**src/rtl/usr_burst_shifter_pkg.sv**
```systemverilog
// usr_pkg: shared definitions for the burst shifter slice.
// Holds the operation encoding used on the 3-bit mode select and the
// two-state burst FSM encoding. Codes 000-011 match the legacy 2-bit select.
package usr_pkg;

  localparam logic [2:0] MODE_HOLD = 3'b000;
  localparam logic [2:0] MODE_SHR  = 3'b001;
  localparam logic [2:0] MODE_SHL  = 3'b010;
  localparam logic [2:0] MODE_LOAD = 3'b011;
  localparam logic [2:0] MODE_ROTR = 3'b100;
  localparam logic [2:0] MODE_ROTL = 3'b101;
  localparam logic [2:0] MODE_ASR  = 3'b110;

  typedef enum logic {
    ST_IDLE  = 1'b0,
    ST_BURST = 1'b1
  } state_t;

endpackage : usr_pkg

```
**src/rtl/usr_burst_shifter_if.sv**
```systemverilog
// usr_burst_shifter_if: control/data bundle of the burst shifter.
// master : drives en, mode, s_r_in, s_l_in, p_in, start, burst_len;
//          observes q, s_r_out, s_l_out, busy, done.
// slave  : the shifter itself (mirror directions).
interface usr_burst_shifter_if #(
  parameter int WIDTH = 8,
  parameter int CNT_W = $clog2(WIDTH + 1)
) ();

  logic             en;
  logic [2:0]       mode;
  logic             s_r_in;
  logic             s_l_in;
  logic [WIDTH-1:0] p_in;
  logic             start;
  logic [CNT_W-1:0] burst_len;
  logic [WIDTH-1:0] q;
  logic             s_r_out;
  logic             s_l_out;
  logic             busy;
  logic             done;

  modport master (
    output en, mode, s_r_in, s_l_in, p_in, start, burst_len,
    input  q, s_r_out, s_l_out, busy, done
  );

  modport slave (
    input  en, mode, s_r_in, s_l_in, p_in, start, burst_len,
    output q, s_r_out, s_l_out, busy, done
  );

endinterface : usr_burst_shifter_if

```
**src/rtl/usr_burst_shifter_op_mux.sv**
```systemverilog
// usr_op_mux: combinational next-value generator for the shift register.
// Ports:
//   i_q      current register value
//   i_mode   operation select (usr_pkg MODE_*)
//   i_s_r_in serial bit entering the MSB on SHR
//   i_s_l_in serial bit entering the LSB on SHL
//   i_p_in   parallel load value
//   o_q_next value the register takes if this operation is applied
module usr_op_mux
  import usr_pkg::*;
#(
  parameter int WIDTH = 8
) (
  input  logic [WIDTH-1:0] i_q,
  input  logic [2:0]       i_mode,
  input  logic             i_s_r_in,
  input  logic             i_s_l_in,
  input  logic [WIDTH-1:0] i_p_in,
  output logic [WIDTH-1:0] o_q_next
);

  // Select the next register value for the requested operation.
  always_comb begin
    o_q_next = i_q;
    case (i_mode)
      MODE_HOLD: o_q_next = i_q;
      MODE_SHR:  o_q_next = {i_s_r_in, i_q[WIDTH-1:1]};
      MODE_SHL:  o_q_next = {i_q[WIDTH-2:0], i_s_l_in};
      MODE_LOAD: o_q_next = i_p_in;
      MODE_ROTR: o_q_next = {i_q[0], i_q[WIDTH-1:1]};
      MODE_ROTL: o_q_next = {i_q[WIDTH-2:0], i_q[WIDTH-1]};
      MODE_ASR:  o_q_next = {i_q[WIDTH-1], i_q[WIDTH-1:1]};
      // 3'b111 is reserved and holds the register.
      default:   o_q_next = i_q;
    endcase
  end

endmodule : usr_op_mux

```
**src/rtl/usr_burst_shifter.sv**
```systemverilog
// usr_burst_shifter: WIDTH-bit universal shift register with counted bursts.
// Ports:
//   clk  rising-edge clock
//   rst  asynchronous active-low reset
//   bus  slave side of usr_burst_shifter_if (en, mode, serial/parallel
//        inputs, start/burst_len request; q, serial outs, busy, done)
// In IDLE every enabled edge applies the live mode; a start with a non-zero
// length latches the mode and runs it burst_len times, one per enabled edge.
module usr_burst_shifter
  import usr_pkg::*;
#(
  parameter int WIDTH = 8,
  parameter int CNT_W = $clog2(WIDTH + 1)
) (
  input  logic                 clk,
  input  logic                 rst,
  usr_burst_shifter_if.slave   bus
);

  state_t           r_state;
  state_t           w_state_next;
  logic [WIDTH-1:0] r_q;
  logic [WIDTH-1:0] w_q_next;
  logic [CNT_W-1:0] r_cnt;
  logic [CNT_W-1:0] w_cnt_next;
  logic [2:0]       r_mode;
  logic [2:0]       w_mode_next;
  logic             r_done;
  logic             w_done_next;
  logic [2:0]       w_op_mode;
  logic [WIDTH-1:0] w_op_q;

  // During a burst the latched mode drives the operation, otherwise the live one.
  assign w_op_mode = (r_state == ST_BURST) ? r_mode : bus.mode;

  usr_op_mux #(.WIDTH(WIDTH)) u_op_mux (
    .i_q      (r_q),
    .i_mode   (w_op_mode),
    .i_s_r_in (bus.s_r_in),
    .i_s_l_in (bus.s_l_in),
    .i_p_in   (bus.p_in),
    .o_q_next (w_op_q)
  );

  // Next-state, counter, latched mode, register and done-pulse decisions.
  always_comb begin
    w_state_next = r_state;
    w_q_next     = r_q;
    w_cnt_next   = r_cnt;
    w_mode_next  = r_mode;
    w_done_next  = 1'b0;
    case (r_state)
      ST_IDLE: begin
        if (bus.en) begin
          if (bus.start) begin
            if (bus.burst_len != {CNT_W{1'b0}}) begin
              // Acceptance edge: q untouched, operations start next edge.
              w_mode_next  = bus.mode;
              w_cnt_next   = bus.burst_len;
              w_state_next = ST_BURST;
            end else begin
              // Zero-length burst completes immediately.
              w_done_next = 1'b1;
            end
          end else begin
            w_q_next = w_op_q;
          end
        end else begin
          w_q_next = r_q;
        end
      end
      ST_BURST: begin
        if (bus.en) begin
          w_q_next   = w_op_q;
          w_cnt_next = r_cnt - CNT_W'(1);
          if (r_cnt == CNT_W'(1)) begin
            w_state_next = ST_IDLE;
            w_done_next  = 1'b1;
          end else begin
            w_state_next = ST_BURST;
          end
        end else begin
          // Stall: everything frozen, busy stays high.
          w_state_next = ST_BURST;
        end
      end
      default: begin
        w_state_next = ST_IDLE;
        w_cnt_next   = {CNT_W{1'b0}};
      end
    endcase
  end

  // State, data, counter, latched mode and done registers.
  always_ff @(posedge clk or negedge rst) begin
    if (!rst) begin
      r_state <= ST_IDLE;
      r_q     <= {WIDTH{1'b0}};
      r_cnt   <= {CNT_W{1'b0}};
      r_mode  <= MODE_HOLD;
      r_done  <= 1'b0;
    end else begin
      r_state <= w_state_next;
      r_q     <= w_q_next;
      r_cnt   <= w_cnt_next;
      r_mode  <= w_mode_next;
      r_done  <= w_done_next;
    end
  end

  assign bus.q       = r_q;
  assign bus.s_r_out = r_q[0];
  assign bus.s_l_out = r_q[WIDTH-1];
  assign bus.busy    = (r_state == ST_BURST);
  assign bus.done    = r_done;

endmodule : usr_burst_shifter

```
**src/flat_wrapper.sv**
```systemverilog
// flat-port wrapper written by rule: the top's interface ports become plain ports
module usr_burst_shifter_flat import usr_pkg::*;
#(
  parameter int WIDTH = 8,
  parameter int CNT_W = $clog2(WIDTH + 1)
)
  (clk, rst, bus_en, bus_mode, bus_s_r_in, bus_s_l_in, bus_p_in, bus_start, bus_burst_len, bus_q, bus_s_r_out, bus_s_l_out, bus_busy, bus_done);
  usr_burst_shifter_if #(.WIDTH(WIDTH), .CNT_W(CNT_W)) bus_i ();
  input  logic clk;
  input  logic rst;
  input wire logic [$bits(bus_i.en)-1:0] bus_en;
  input wire logic [$bits(bus_i.mode)-1:0] bus_mode;
  input wire logic [$bits(bus_i.s_r_in)-1:0] bus_s_r_in;
  input wire logic [$bits(bus_i.s_l_in)-1:0] bus_s_l_in;
  input wire logic [$bits(bus_i.p_in)-1:0] bus_p_in;
  input wire logic [$bits(bus_i.start)-1:0] bus_start;
  input wire logic [$bits(bus_i.burst_len)-1:0] bus_burst_len;
  output wire logic [$bits(bus_i.q)-1:0] bus_q;
  output wire logic [$bits(bus_i.s_r_out)-1:0] bus_s_r_out;
  output wire logic [$bits(bus_i.s_l_out)-1:0] bus_s_l_out;
  output wire logic [$bits(bus_i.busy)-1:0] bus_busy;
  output wire logic [$bits(bus_i.done)-1:0] bus_done;
  assign bus_i.en = bus_en;
  assign bus_i.mode = bus_mode;
  assign bus_i.s_r_in = bus_s_r_in;
  assign bus_i.s_l_in = bus_s_l_in;
  assign bus_i.p_in = bus_p_in;
  assign bus_i.start = bus_start;
  assign bus_i.burst_len = bus_burst_len;
  assign bus_q = bus_i.q;
  assign bus_s_r_out = bus_i.s_r_out;
  assign bus_s_l_out = bus_i.s_l_out;
  assign bus_busy = bus_i.busy;
  assign bus_done = bus_i.done;
  usr_burst_shifter #(.WIDTH(WIDTH), .CNT_W(CNT_W)) u_core (.clk(clk), .rst(rst), .bus(bus_i));
endmodule
```
**config.mk**
```make
export PLATFORM = sky130hd
export DESIGN_NAME = usr_burst_shifter_flat
export DESIGN_NICKNAME = d
export VERILOG_FILES = /design/src/rtl/usr_burst_shifter_pkg.sv /design/src/rtl/usr_burst_shifter_if.sv /design/src/rtl/usr_burst_shifter_op_mux.sv /design/src/rtl/usr_burst_shifter.sv /design/src/flat_wrapper.sv
export SDC_FILE = /design/constraint.sdc
export NUM_CORES = 1
export LEC_CHECK = 0
export CAP_MARGIN = 10
export CORE_MARGIN = 1.5
export CORE_UTILIZATION = 47
export CTS_CLUSTER_DIAMETER = 80
export CTS_CLUSTER_SIZE = 12
export DETAILED_ROUTE_END_ITERATION = 6
export PLACE_DENSITY = 0.79
export SETUP_SLACK_MARGIN = 0.3
export SLEW_MARGIN = 5
export SYNTH_ARGS = -nofsm -noshare
export SYNTH_HDL_FRONTEND = slang
export SYNTH_SLANG_ARGS = --single-unit
export TNS_END_PERCENT = 50
```
**constraint.sdc**
```tcl
create_clock -name clk -period 2.8 [get_ports clk]
set_clock_uncertainty 0.1 [all_clocks]
set_input_delay 0.42 -clock clk [delete_from_list [all_inputs] [get_ports clk]]
set_output_delay 0.42 -clock clk [all_outputs]
set_load 0.05 [all_outputs]
```
==> flow_summary.ini <==
[job]
cap_violations = 0

[timing]
finalMaxSlewViolations = 0
tightestPinTransition_ps = 770
period_minus_slack_ps = 2300
finalSetupViolations = 0
maxSlewHeadroom_pct = 48.5
worst_slack_ps = 504
fmax_mhz = 436
fin_hold_ws_ps = 445
fin_crit_sh_pct = 82.0
finalHoldViolCount = 0
rsz0062_at_grt = false
tns_ps = 0

[global_route]
grt_pass1_vias = 897
grt_use_total_pct = 19.2
grt_remaining_overflow = 0
grt_pass1_wl_um = 3890
antenna_found_initial = 0
grt_max_degree = 18

[place]
routabilityCongestion = 0.871
portBuffers = 32
placed_cells = 167
dp_hpwl_um = 1960
pre_cts_ws_ps = 202
dpl_cell_area_um2 = 1470

[route]
vias = 1008
ant_nets = 0
wl_per_cell_um = 14.4
drc = 0
drt_iter0_drc = 44
via_per_inst = 5.79
totalWireLength_um = 2500
drtPass1Iterations = 4

[power]
irDropWorstVdd_mv = 0.774
total_power_mw = 2.03
p_per_area_nw_per_um2 = 1330
leakage_nw = 0.684

[worst_setup_path]
critPathKind = flip-flop to flip-flop
arrival_ps = 2420
cp-start-kind = flip-flop
path_buf_inv = 1
slowest_delay_ps = 540
cp_top_family = multiplexers
path_max_fanout = 10
path_cells = buf_4 -> mux2i_4 -> and2_1 -> o311a_1 -> mux2i_1
crit_path_end_kind = flip-flop
critPathRequiredTime_ps = 2920
slowest_stage = dfrtp_4

[clocking]
clock_latency_ps = 300
clockBufferDepth = 2
cts_root_buffer = clkbuf_4
h-tree-depth = 1
numCtsBuffers = 3
cts_hold_buffers = 0
path_clk_slew_ps = 100
clock_sinks = 17
cts_tree = yes

[hold_path]
hold_class = flip-flop to flip-flop

[yosys]
avgSynthCellArea_um2 = 10.2
yosysSeqAreaShare_pct = 36.6
synth.area.top_cells = dfrtp_1 37%, mux2i_1 15%, ha_1 6.5%, a222oi_1 5.2%, inv_1 5.2%
syn_inst = 114
post-synth-top-area-fraction_pct = 36.6
synthArstFlopShare_pct = 100
synth_edf_count = 0
ys.warnings.count = 0
synthFlopType = dfrtp_1
synth.distinct_cells = 36
synth_top_cell_by_area = dfrtp_1
netlist_area_um2 = 1160
syn-num-nets = 141
synth.ff_latch_count = 17

[die]
initial_core_util_pct = 51.1
die_w_um = 52.8
io_pins = 33
die-area_um2 = 2780
row_count = 17
die_h_um = 52.8
design.core.area_um2 = 2280

[outcome]
status = finished, final reports clean

[cells_and_area]
fin_cells = 174
n_antenna_cell = 0
fin_nets = 174
final_util_pct = 67.1
drive_above_1_share_pct = 12.3
area_delta_synth_final_pct = 31.3
fill_cells = 199
stdcell_area_um2 = 1530
-- what timing repair did --
action                     CTS  global route
setup endpoints to repair    0             7
resized for setup            0             2
setup buffers                0             3
-- path summary, 6_finish.rpt --
check                                      start               end  slack (ps)  depth (start not counted)
worst min register to register  u_core.r_mode[0]  u_core.r_mode[0]         450                          1
min in group asynchronous                    rst   u_core.bus.q[4]         460                          1
worst min-delay path            u_core.r_mode[0]  u_core.r_mode[0]         450                          1
worst max-delay path             u_core.bus.busy   u_core.bus.q[3]         500                          5
max in group asynchronous                    rst   u_core.bus.busy        1580                          1
worst max register to register   u_core.bus.busy   u_core.bus.q[3]         500                          5
-- logic make-up after synthesis --
family / Yosys count / share of synthesized area (%)
AOI/OAI and AO/OA: 24 / 16.5
adders and majority gates: 6 / 6.45
buffers and inverters: 23 / 10.0
DFF: 17 / 36.6
muxes: 21 / 19.5
and+or+nand+nor: 23 / 11.1
-- cell usage after synthesis, drive strengths merged, types with 2 or more instances --
| cell type | instances |
|---|---|
| mux2i | 18 |
| dfrtp | 17 |
| inv | 16 |
| a222oi | 6 |
| ha | 6 |
| buf | 5 |
| a21oi | 4 |
| nor2 | 4 |
| mux2 | 3 |
| nand2 | 3 |
| nor2b | 3 |
| or2 | 3 |
| a221oi | 2 |
| and2 | 2 |
| clkbuf | 2 |
| nor3 | 2 |
| o21ai | 2 |
-- cells in the final DEF, fill, tap and decap left out, types with 2 or more instances in the layout --
cell type,count
ha_1,6
mux2i_1,14
mux2i_2,3
nor2b_1,3
or2_2,3
nor2_1,4
clkdlybuf4s50_1,32
and2_1,2
a222oi_1,6
mux2_2,3
inv_1,16
dfrtp_1,16
a21oi_1,4
clkbuf_4,3
nand2_1,3
nor3_1,2
a221oi_1,2
buf_4,3
-- state kept, by name, summed over array words and instances (netlist names) --
register / cells
u_core.r_mode: 3
u_core.bus.done: 1
u_core.bus.busy: 1
u_core.bus.q: 8
u_core.r_cnt: 4
-- metal layers --
metal | global-route usage (%) | part of all wire (%)
met1 | 23.0 | 44
met2 | 34.2 | 49
met3 | 2.86 | 5.5
met4 | 7.26 | 1.8
met5 | 0 | 0
-- cell type report --
cell class / instances / area [um^2] / area share (%)
clock inverter: 1 / 5.00 / 0.328
timing repair buffer: 35 / 343 / 22.4
multi-input combinational: 74 / 633 / 41.4
sequential: 17 / 429 / 28.1
clock buffer: 3 / 22.5 / 1.47
inverter: 16 / 60.1 / 3.93
tap: 28 / 35.0 / 2.29
-- power by group --
part | internal [mW] | switching, mW
clock network | 0.0532 | 0.0815
registers | 0.374 | 0.135
logic | 0.609 | 0.782
No activity file was read; power rests on OpenSTA's default activity.
